## config.mk

```make
export PLATFORM = sky130hd
export DESIGN_NAME = st2bus_pack
export DESIGN_NICKNAME = d
export VERILOG_FILES = /design/src/rtl/st2bus_pack.sv
export SDC_FILE = /design/constraint.sdc
export NUM_CORES = 2
export LEC_CHECK = 0
export ABC_AREA = 1
export ABC_CLOCK_PERIOD_IN_PS = 2950
export BUFFER_PORTS_ARGS = -buffer_cell sky130_fd_sc_hd__buf_4
export CAP_MARGIN = 30
export CORE_MARGIN = 2
export CORE_UTILIZATION = 35
export CTS_BUF_LIST = sky130_fd_sc_hd__clkbuf_4
export CTS_CLUSTER_SIZE = 16
export DETAILED_ROUTE_END_ITERATION = 16
export PLACE_DENSITY = 0.61
export SLEW_MARGIN = 20
export SYNTH_ARGS = -nofsm -noshare
export SYNTH_HDL_FRONTEND = slang
export SYNTH_SLANG_ARGS = --single-unit
```

## constraint.sdc

```tcl
create_clock -name clk -period 2.95 [get_ports clk]
set_clock_uncertainty 0.1 [all_clocks]
set_input_delay 0.885 -clock clk [delete_from_list [all_inputs] [get_ports clk]]
set_output_delay 0.885 -clock clk [all_outputs]
set_load 0.03 [all_outputs]
```

## src/rtl/st2bus_pack.sv

```systemverilog
// Packs a sop/eop byte stream into BUS-wide zero-padded words; a closing beat reaches the bus on the next edge when the output is free.
// Backpressure: st_ready drops only while a closed word waits behind a stalled output register.
module st2bus_pack #(
  parameter int ST    = 8,
  parameter int BUS   = 512,
  parameter int BEATS = BUS / ST,
  parameter int CW    = $clog2(BEATS + 1)
) (
  input  logic           clk,
  input  logic           rst_n,
  input  logic [ST-1:0]  st_data,
  input  logic           st_valid,
  input  logic           st_sop,
  input  logic           st_eop,
  output logic           st_ready,
  output logic [BUS-1:0] bus_data,
  output logic           bus_en,
  input  logic           bus_ready,
  output logic           bus_sop,
  output logic           bus_eop,
  output logic           bus_err,
  output logic [CW-1:0]  bus_nbeats,
  output logic [7:0]     bus_pkt_id,
  output logic [15:0]    drop_cnt
);

  typedef enum logic {IDLE, PKT} state_t;

  state_t         state, state_n;
  logic [BUS-1:0] acc_dat, acc_dat_n, ld_dat;
  logic [CW-1:0]  acc_cnt, acc_cnt_n, ld_cnt;
  logic           acc_closed, acc_closed_n;
  logic           acc_sop, acc_sop_n, acc_eop, acc_eop_n, acc_err, acc_err_n;
  logic [7:0]     acc_id, acc_id_n, ld_id, pkt_id, pkt_id_n;
  logic           ld_out, ld_sop, ld_eop, ld_err;
  logic           hold_vld, hold_vld_n, hold_eop, hold_eop_n;
  logic [ST-1:0]  hold_dat, hold_dat_n, put_dat;
  logic           put_vld, put_eop, put_new, put_err;
  logic [15:0]    drop_cnt_n;
  logic           out_free, move, accept;

  assign out_free = !bus_en || bus_ready;
  assign move     = acc_closed && out_free;
  // hold_vld parks the sop beat that truncated a packet while its last word waits for the bus
  assign st_ready = rst_n && !hold_vld && (!acc_closed || out_free);
  assign accept   = st_valid && st_ready;

  always_comb begin
    state_n      = state;
    acc_dat_n    = acc_dat;
    acc_cnt_n    = acc_cnt;
    acc_closed_n = acc_closed;
    acc_sop_n    = acc_sop;
    acc_eop_n    = acc_eop;
    acc_err_n    = acc_err;
    acc_id_n     = acc_id;
    pkt_id_n     = pkt_id;
    hold_vld_n   = hold_vld;
    hold_dat_n   = hold_dat;
    hold_eop_n   = hold_eop;
    drop_cnt_n   = drop_cnt;
    ld_out       = 1'b0;
    ld_dat       = acc_dat;
    ld_cnt       = acc_cnt;
    ld_sop       = acc_sop;
    ld_eop       = acc_eop;
    ld_err       = acc_err;
    ld_id        = acc_id;
    put_vld      = 1'b0;
    put_dat      = st_data;
    put_eop      = st_eop;
    put_new      = 1'b0;
    put_err      = 1'b0;

    if (move) begin
      ld_out       = 1'b1;
      acc_dat_n    = '0;
      acc_cnt_n    = '0;
      acc_closed_n = 1'b0;
      acc_sop_n    = 1'b0;
      acc_eop_n    = 1'b0;
      acc_err_n    = 1'b0;
    end

    if (hold_vld && move) begin
      hold_vld_n = 1'b0;
      put_vld    = 1'b1;
      put_dat    = hold_dat;
      put_eop    = hold_eop;
      put_new    = 1'b1;
    end

    if (accept) begin
      if (state == IDLE) begin
        if (st_sop) begin
          put_vld = 1'b1;
          put_new = 1'b1;
        end else if (drop_cnt != 16'hFFFF) begin
          drop_cnt_n = drop_cnt + 16'd1;
        end
      end else if (!st_sop) begin
        put_vld = 1'b1;
      end else if (acc_closed) begin
        // full word of the truncated packet is leaving now: flag it
        ld_err  = 1'b1;
        put_vld = 1'b1;
        put_new = 1'b1;
      end else if (acc_cnt == '0) begin
        put_vld = 1'b1;
        put_new = 1'b1;
        put_err = 1'b1;
      end else if (out_free) begin
        ld_out       = 1'b1;
        ld_err       = 1'b1;
        ld_eop       = 1'b0;
        acc_dat_n    = '0;
        acc_cnt_n    = '0;
        acc_closed_n = 1'b0;
        acc_sop_n    = 1'b0;
        acc_eop_n    = 1'b0;
        acc_err_n    = 1'b0;
        put_vld      = 1'b1;
        put_new      = 1'b1;
      end else begin
        acc_closed_n = 1'b1;
        acc_err_n    = 1'b1;
        hold_vld_n   = 1'b1;
        hold_dat_n   = st_data;
        hold_eop_n   = st_eop;
        state_n      = st_eop ? IDLE : PKT;
      end
    end

    if (put_vld) begin
      for (int k = 0; k < BEATS; k++) begin
        if (CW'(k) == acc_cnt_n) acc_dat_n[k*ST +: ST] = put_dat;
      end
      acc_cnt_n    = acc_cnt_n + CW'(1);
      acc_eop_n    = put_eop;
      acc_closed_n = put_eop || (acc_cnt_n == CW'(BEATS));
      if (put_new) begin
        acc_sop_n = 1'b1;
        acc_err_n = put_err;
        acc_id_n  = pkt_id;
        pkt_id_n  = pkt_id + 8'd1;
      end
      state_n = put_eop ? IDLE : PKT;
      // bypass straight into the output register so the closing beat shows up one edge later
      if (acc_closed_n && !ld_out && out_free) begin
        ld_out       = 1'b1;
        ld_dat       = acc_dat_n;
        ld_cnt       = acc_cnt_n;
        ld_sop       = acc_sop_n;
        ld_eop       = acc_eop_n;
        ld_err       = acc_err_n;
        ld_id        = acc_id_n;
        acc_dat_n    = '0;
        acc_cnt_n    = '0;
        acc_closed_n = 1'b0;
        acc_sop_n    = 1'b0;
        acc_eop_n    = 1'b0;
        acc_err_n    = 1'b0;
      end
    end
  end

  always_ff @(posedge clk or negedge rst_n) begin
    if (!rst_n) state <= IDLE;
    else        state <= state_n;
  end

  always_ff @(posedge clk or negedge rst_n) begin
    if (!rst_n) begin
      acc_dat    <= '0;
      acc_cnt    <= '0;
      acc_closed <= 1'b0;
      acc_sop    <= 1'b0;
      acc_eop    <= 1'b0;
      acc_err    <= 1'b0;
      acc_id     <= '0;
      pkt_id     <= '0;
      hold_vld   <= 1'b0;
      hold_dat   <= '0;
      hold_eop   <= 1'b0;
      drop_cnt   <= '0;
      bus_data   <= '0;
      bus_en     <= 1'b0;
      bus_sop    <= 1'b0;
      bus_eop    <= 1'b0;
      bus_err    <= 1'b0;
      bus_nbeats <= '0;
      bus_pkt_id <= '0;
    end else begin
      acc_dat    <= acc_dat_n;
      acc_cnt    <= acc_cnt_n;
      acc_closed <= acc_closed_n;
      acc_sop    <= acc_sop_n;
      acc_eop    <= acc_eop_n;
      acc_err    <= acc_err_n;
      acc_id     <= acc_id_n;
      pkt_id     <= pkt_id_n;
      hold_vld   <= hold_vld_n;
      hold_dat   <= hold_dat_n;
      hold_eop   <= hold_eop_n;
      drop_cnt   <= drop_cnt_n;
      if (ld_out) begin
        bus_en     <= 1'b1;
        bus_data   <= ld_dat;
        bus_nbeats <= ld_cnt;
        bus_sop    <= ld_sop;
        bus_eop    <= ld_eop;
        bus_err    <= ld_err;
        bus_pkt_id <= ld_id;
      end else if (bus_ready) begin
        bus_en <= 1'b0;
      end
    end
  end

endmodule

```

# Word-level counts from Yosys, hierarchy flattened
# Cells that the tools add are included.
[word_totals] regBits=1097 out_inout_bits=548 elab_cells=303 input_bits=14
[classes] n_addsub=3 eq_ne=65 n_mux=189 reduce_logical=21 bitwise=5
[op_table] operator="$mux W512" count=11
[op_table] operator="$mux W8" count=68
[op_table] operator="$eq A6 B7 Y1 const A" count=32
[op_table] operator="$eq A5 B7 Y1 const A" count=16
[op_table] operator="$mux W1" count=99
[op_table] operator="$mux W7" count=11
[op_table] operator="$eq A4 B7 Y1 const A" count=8
[op_table] operator="$eq A3 B7 Y1 const A" count=4
[op_table] operator="$add A16 B1 Y16 const B" count=1
[op_table] operator="$ne A16 B16 Y1 const B" count=1
[op_table] operator="$eq A2 B7 Y1 const A" count=2
[op_table] operator="$logic_not A7 Y1" count=2
[op_table] operator="$add A8 B1 Y8 const B" count=1
[op_table] operator="$add A7 B1 Y7 const B" count=1
[op_table] operator="$eq A1 B7 Y1 const A" count=1
[op_table] operator="$eq A7 B7 Y1 const B" count=1
[op_table] operator="$logic_and A1 B1 Y1" count=7
[op_table] operator="$reduce_and A6 Y1" count=1
[op_table] operator="$not A1 Y1" count=5
[op_table] operator="$logic_not A1 Y1" count=4
[op_table] operator="$reduce_and A4 Y1" count=1
[op_table] operator="$reduce_bool A2 Y1" count=2
[op_table] operator="$logic_or A1 B1 Y1" count=3
[op_table] operator="$reduce_and A2 Y1" count=1

# Logic depth before layout (Yosys ltp)
[logic_depth] depth_word=18 depth_mapped=26

# Worst setup path before layout
# Ideal clock, no wire load.
[synth_timing] kind="input to register" startpoint="input port rst_n" endpoint="register bus_pkt_id[7]" setup_time_ns=0.117 path_slack_ns=-0.710 n_path_buf=5 stages=23 arrival_time_ns=3.444 cell_sequence="inv_1 nor2_1 nand3_1 nor2_2 nand3_2 buf_6 nand2_1 inv_1 ha_1 clkbuf_1 nand4_1 inv_1 nand2_2 nand2_1 nand3_1 nand2_2 nand3_1 buf_4 buf_2 buf_2 o21ai_1 nand2_1 nand2_1"
[synth_between] elab_chain_cells=11 elab_cells_between_ends=18
[synth_lines] element="start: declaration" line_no="10" source="input logic rst_n,"
[synth_lines] element="$logic_and A1 B1 Y1 (*) (2 in series)" line_no="45" source="assign st_ready = rst_n && !hold_vld && (!acc_closed || out_free);"
[synth_lines] element="$logic_and A1 B1 Y1 (*)" line_no="46" source="assign accept = st_valid && st_ready;"
[synth_lines] element="$mux W7" line_no="93" source="if (accept) begin"
[synth_lines] element="$add A7 B1 Y7" line_no="138" source="acc_cnt_n = acc_cnt_n + CW'(1);"
[synth_lines] element="$eq A7 B7 Y1" line_no="140" source="acc_closed_n = put_eop || (acc_cnt_n == CW'(BEATS));"
[synth_lines] element="$logic_or A1 B1 Y1" line_no="140"
[synth_lines] element="$logic_and A1 B1 Y1 (2 in series)" line_no="149" source="if (acc_closed_n && !ld_out && out_free) begin"
[synth_lines] element="$mux W8 or $mux W1 (tied branches)" line_no="149"
[synth_lines] element="$mux W8 or $mux W1 (tied branches)" line_no="134" source="if (put_vld) begin"
[synth_lines] element="end signal: assignment" line_no="213" source="bus_pkt_id <= ld_id;"
[synth_lines] element="end: declaration" line_no="23" source="output logic [7:0] bus_pkt_id,"
# Mark *: on every way between the ends. The rest lies on a longest branch, timed or not.
# A chain may end at the register's enable or synchronous reset.

# Final worst setup path
[layout_timing] startpoint="register acc_cnt[2]" endpoint="register bus_data[443]"
[layout_between] elab_chain_cells=14 elab_cells_between_ends=35
[layout_lines] element="start: declaration" line_no="31" source="logic [CW-1:0] acc_cnt, acc_cnt_n, ld_cnt;"
[layout_lines] element="start signal: assignment" line_no="195" source="acc_cnt <= acc_cnt_n;"
[layout_lines] element="$mux W7" line_no="75" source="if (move) begin"
[layout_lines] element="$mux W7" line_no="112" source="end else if (out_free) begin"
[layout_lines] element="$mux W7" line_no="108" source="end else if (acc_cnt == '0) begin"
[layout_lines] element="$mux W7" line_no="103" source="end else if (acc_closed) begin"
[layout_lines] element="$mux W7" line_no="101" source="end else if (!st_sop) begin"
[layout_lines] element="$mux W7" line_no="94" source="if (state == IDLE) begin"
[layout_lines] element="$mux W7" line_no="93"
[layout_lines] element="$add A7 B1 Y7" line_no="138"
[layout_lines] element="$eq A7 B7 Y1" line_no="140"
[layout_lines] element="$logic_or A1 B1 Y1" line_no="140"
[layout_lines] element="$logic_and A1 B1 Y1 (2 in series)" line_no="149"
[layout_lines] element="$mux W512 or $mux W1 (tied branches)" line_no="149"
[layout_lines] element="$mux W512 or $mux W1 (tied branches)" line_no="134"
[layout_lines] element="end signal: assignment" line_no="208" source="bus_data <= ld_dat;"
[layout_lines] element="end: declaration" line_no="16" source="output logic [BUS-1:0] bus_data,"
# Parallel ways exist; a longest one is shown, timed or not.

==> results.md <==
* Outcome: finished with violations
* Failing checks: negative setup slack
* Critical Path RT at 4120 ps
* Final Setup Violations at 1246
* I/O Pins at 562
* Ys async rst share at 1.000
* Internal at 34120 uW
* Initial antenna violation count at 6
* Pins Over Slew Limit at 0
* Xor/xnor share of the synthesized area at 0.003264
* Worst-Skew Late Latency at 1430 ps
* Synth cell count leaders: nand2_1 (3353), dfrtp_1 (1097), nor2_1 (1005)
* R2r worst-path depth at 24
* Adder-cell share of the synthesized area at 0.001484
* CP max stage delay at 380 ps
* Worst path bufs/invs at 8
* Layout cells sized above 1 at 0.3011
* CTS H-Tree Depth at 5
* CORE AREA at 167400 um2
* Critical Path Stages at 24
* Worst Setup SP: acc_cnt[2]
* Max cap viols at 0
* Primary FF master, synth: dfrtp_1
* Post-route ant nets at 0
* Max clock buf depth at 4
* Yosys warns at 0
* DIE HEIGHT at 414.7 um
* Reg2reg setup slack at -460 ps
* CTS Root Cell: clkbuf_4
* Cell area power density at 654.3 nW/um2
* Fill cells at 15.49k
* Worst Setup End Kind: flop
* WL/cell at 20.83 um
* Total power at 56670 uW
* Non-Filler Instances at 12.26k
* Gr usage total at 0.2764
* Largest family of logic cells by synthesized area: simple AND/OR/NAND/NOR gates
* Cell variety after synth at 32
* Leading area contributor after synthesis: dfrtp_1
* Worst-margin pin slew at 915.3 ps
* CTS Buf Count at 331
* Clock Sinks at 1097
* Synthesized net count at 8448
* FF+latch count, synth at 1097
* Peak supply drop at 0.4649 mV
* Critical Path End: bus_data[443]
* Vias/cell at 5.304
* Mux contribution to synthesized area at 0
* Largest net degree at the start of global routing at 132
* Worst hold margin at 245.6 ps
* Fraction of power consumed by sequential logic at 0.287
* Dpl cells at 11.38k
* Critical path class: reg -> reg
* Routability Congestion at 0.8832
* Aggregate global routing overflow at 0
* Worst-path cell chain: nor2_1, nand2_2, nor2_4, nor2_4, nand3_4, nand2_4, inv_4, ha_4, nand4_1, buf_4, buf_6, o21bai_1, nand2_2, nand3_4, nand2_8, buf_6, buf_12, buf_12, buf_16, buf_6, nand3_1, nand2_2, nand2_1, nand2_1
* Cells after synthesis at 8427
* # nets final at 9862
* Compound-cell area share of the yosys netlist at 0.1037
* Clk pwr share at 0.261
* Worst Slack Setup Final at -463.5 ps
* Switching pwr at 22550 uW
* Fmax at 293.0 MHz
* Syn-to-layout area delta at 46.73%
* Leakage at 0.04545 uW
* Via count at 65.03k
* Vias in the first global route at 62.78k
* Worst-path clk slew at 60 ps
* Max FO, Critical Path at 7
* Switching share of power at 0.3979
* RR Endpoint: bus_data[443]
* DRC at 0
* TritonCTS clock tree: built
* Family with the most delay on the worst path: simple AND/OR/NAND/NOR gates
* CP arrival at 4580 ps
* Area occupied by multi-input gates at 30440 um2
* Placement Setup Slack at -847.0 ps
* DRT Pass-1 Iters at 8
* DIE WIDTH at 414.7 um
* Seq. cell area at 27450 um2
* First-pass GRT wire length at 373.7 mm
* Reg-to-Reg Start: acc_cnt[2]
* Die area at 172000 um2
* Final period utilization at 1.157
* DP HPWL at 145.8 mm
* Share of the synthesized area in the top cell type at 0.4650
* Critical Path Source Type: flop
* Std cell rows at 150
* RSZ-0062 raised after global routing: true
* Drt total wl at 255.4 mm
* Initial Util at 0.3526
* Final Util at 0.5174
* Logic pwr share at 0.452
* Tmin final at 3413 ps
* Class of the worst hold path: in -> reg
* Avg Inst Size Synth at 7.005 um2
* Final Hold Fails at 0
* Top cells by area, synth: dfrtp_1 (47%), nand2_1 (21%), nor2_1 (6.4%)
* Slowest cell on the critical path: dfrtp_1
* Slew headroom at 0.3898
* Mapped Area at 59030 um2
* Register area share after synthesis at 0.4650
* Port bufs at 561
* Synth Area in Simple Gates at 0.3497
* Drt initial violations at 6156
* Count leader, synth: nand2_1
* Post-synth EDFFs at 0
[tightest hold or removal path, stage by stage]
cell	delay (ps)
buf_8	130
inv_8	60
nor2_4	30
nand3_4	60
nor2_4	40
buf_4	130
a21oi_1	130
nand2_1	100
nand3_1	100
nand2_1	50
[kinds of logic (layout without fill, tap and decap cells)]
group,Yosys count,count (layout)
buffers and inverters,1086,2707
other,0,10
AO/OA/AOI/OAI,1036,1036
flip-flops,1097,1097
AND/OR/NAND/NOR,5179,5179
XOR/XNOR,22,22
adder cells (fa/ha/maj),7,7
[registers in the layout, summed over array words and instances (netlist names)]
signal,flops
bus_data,512
pkt_id,8
hold_eop,1
bus_eop,1
hold_dat,8
acc_sop,1
bus_en,1
drop_cnt,16
bus_sop,1
bus_pkt_id,8
acc_eop,1
acc_cnt,7
acc_dat,512
acc_err,1
acc_id,8
state,1
bus_err,1
acc_closed,1
bus_nbeats,7
hold_vld,1
[how the worst min path moves through the flow]
stage,from,endpoint,slack [ps],cells past startpoint
after floorplan,pkt_id[7],pkt_id[7],350,1
final,rst_n,bus_err,250,10
after CTS,rst_n,acc_err,90,8
after global placement,bus_pkt_id[0],bus_pkt_id[0],360,2
after detailed placement,bus_data[366],bus_data[366],370,2
after global routing,rst_n,bus_err,210,10
[stage by stage]
step | cell area (um2) | TNS (ps)
after floorplan | 59750 | -365370
final | 86620 | -378010
after CTS | 82380 | -346470
after global placement | 71880 | -703800
after detailed placement | 71900 | -763510
after global routing | 86610 | -520530
[metal layers]
layer / global-route usage / wire length [um] / share of wire / vias up
met1: 0.3583 / 102500 / 0.40 / 31170
met5: 0 / 0 / 0 / -
met3: 0.05314 / 20400 / 0.080 / 768
met2: 0.4282 / 117100 / 0.46 / 3189
li1: - / - / - / 29910
met4: 0.1658 / 15370 / 0.060 / 0
[final cells by class]
class | instances | share of cell area
timing repair buffer | 1710 | 0.2337
tap | 2204 | 0.03184
sequential | 1097 | 0.3169
antenna | 10 | 0.0002889
clock buffer | 479 | 0.04151
multi-input combinational | 6244 | 0.3514
clock inverter | 61 | 0.003683
inverter | 457 | 0.02057
[cells in the final DEF, fill, tap and decap left out, types with 21 or more instances in the layout]
master and count:
buf_16 148, o21ai_0 477, nand4_1 100, a22o_1 241, nor2_1 997, nand3_2 73, nor2_2 21, nor3_1 71
buf_8 38, dfrtp_1 1096, nand2_2 447, clkbuf_16 65, a21oi_1 254, buf_6 48, buf_12 216, inv_1 407
o21ai_1 50, buf_4 1176, nand3_1 534, clkinv_1 50, nand2_1 2700, nand2_4 207, inv_2 32, clkbuf_4 479
[timing repair]
item / in CTS / in global routing
hold endpoints to repair: 511 / 0
hold buffers: 15 / 0
pin swaps: 173 / 267
cloned: 118 / 69
endpoints found under the setup margin: 1581 / 1602
setup buffers: 104 / 48
resized for setup: 680 / 696
[power groups by stage]
| stage | registers, uW | clock network, uW | logic [uW] |
|---|---|---|---|
| after floorplan | 17100 | 0 | 8510 |
| final | 16300 | 14800 | 25600 |
| after global routing | 16300 | 15900 | 26600 |
| after CTS | 16300 | 15100 | 22700 |
| after global placement | 16500 | 0 | 16700 |
| after detailed placement | 16500 | 0 | 16800 |
Note: power is estimated with default switching activity, not from simulation.
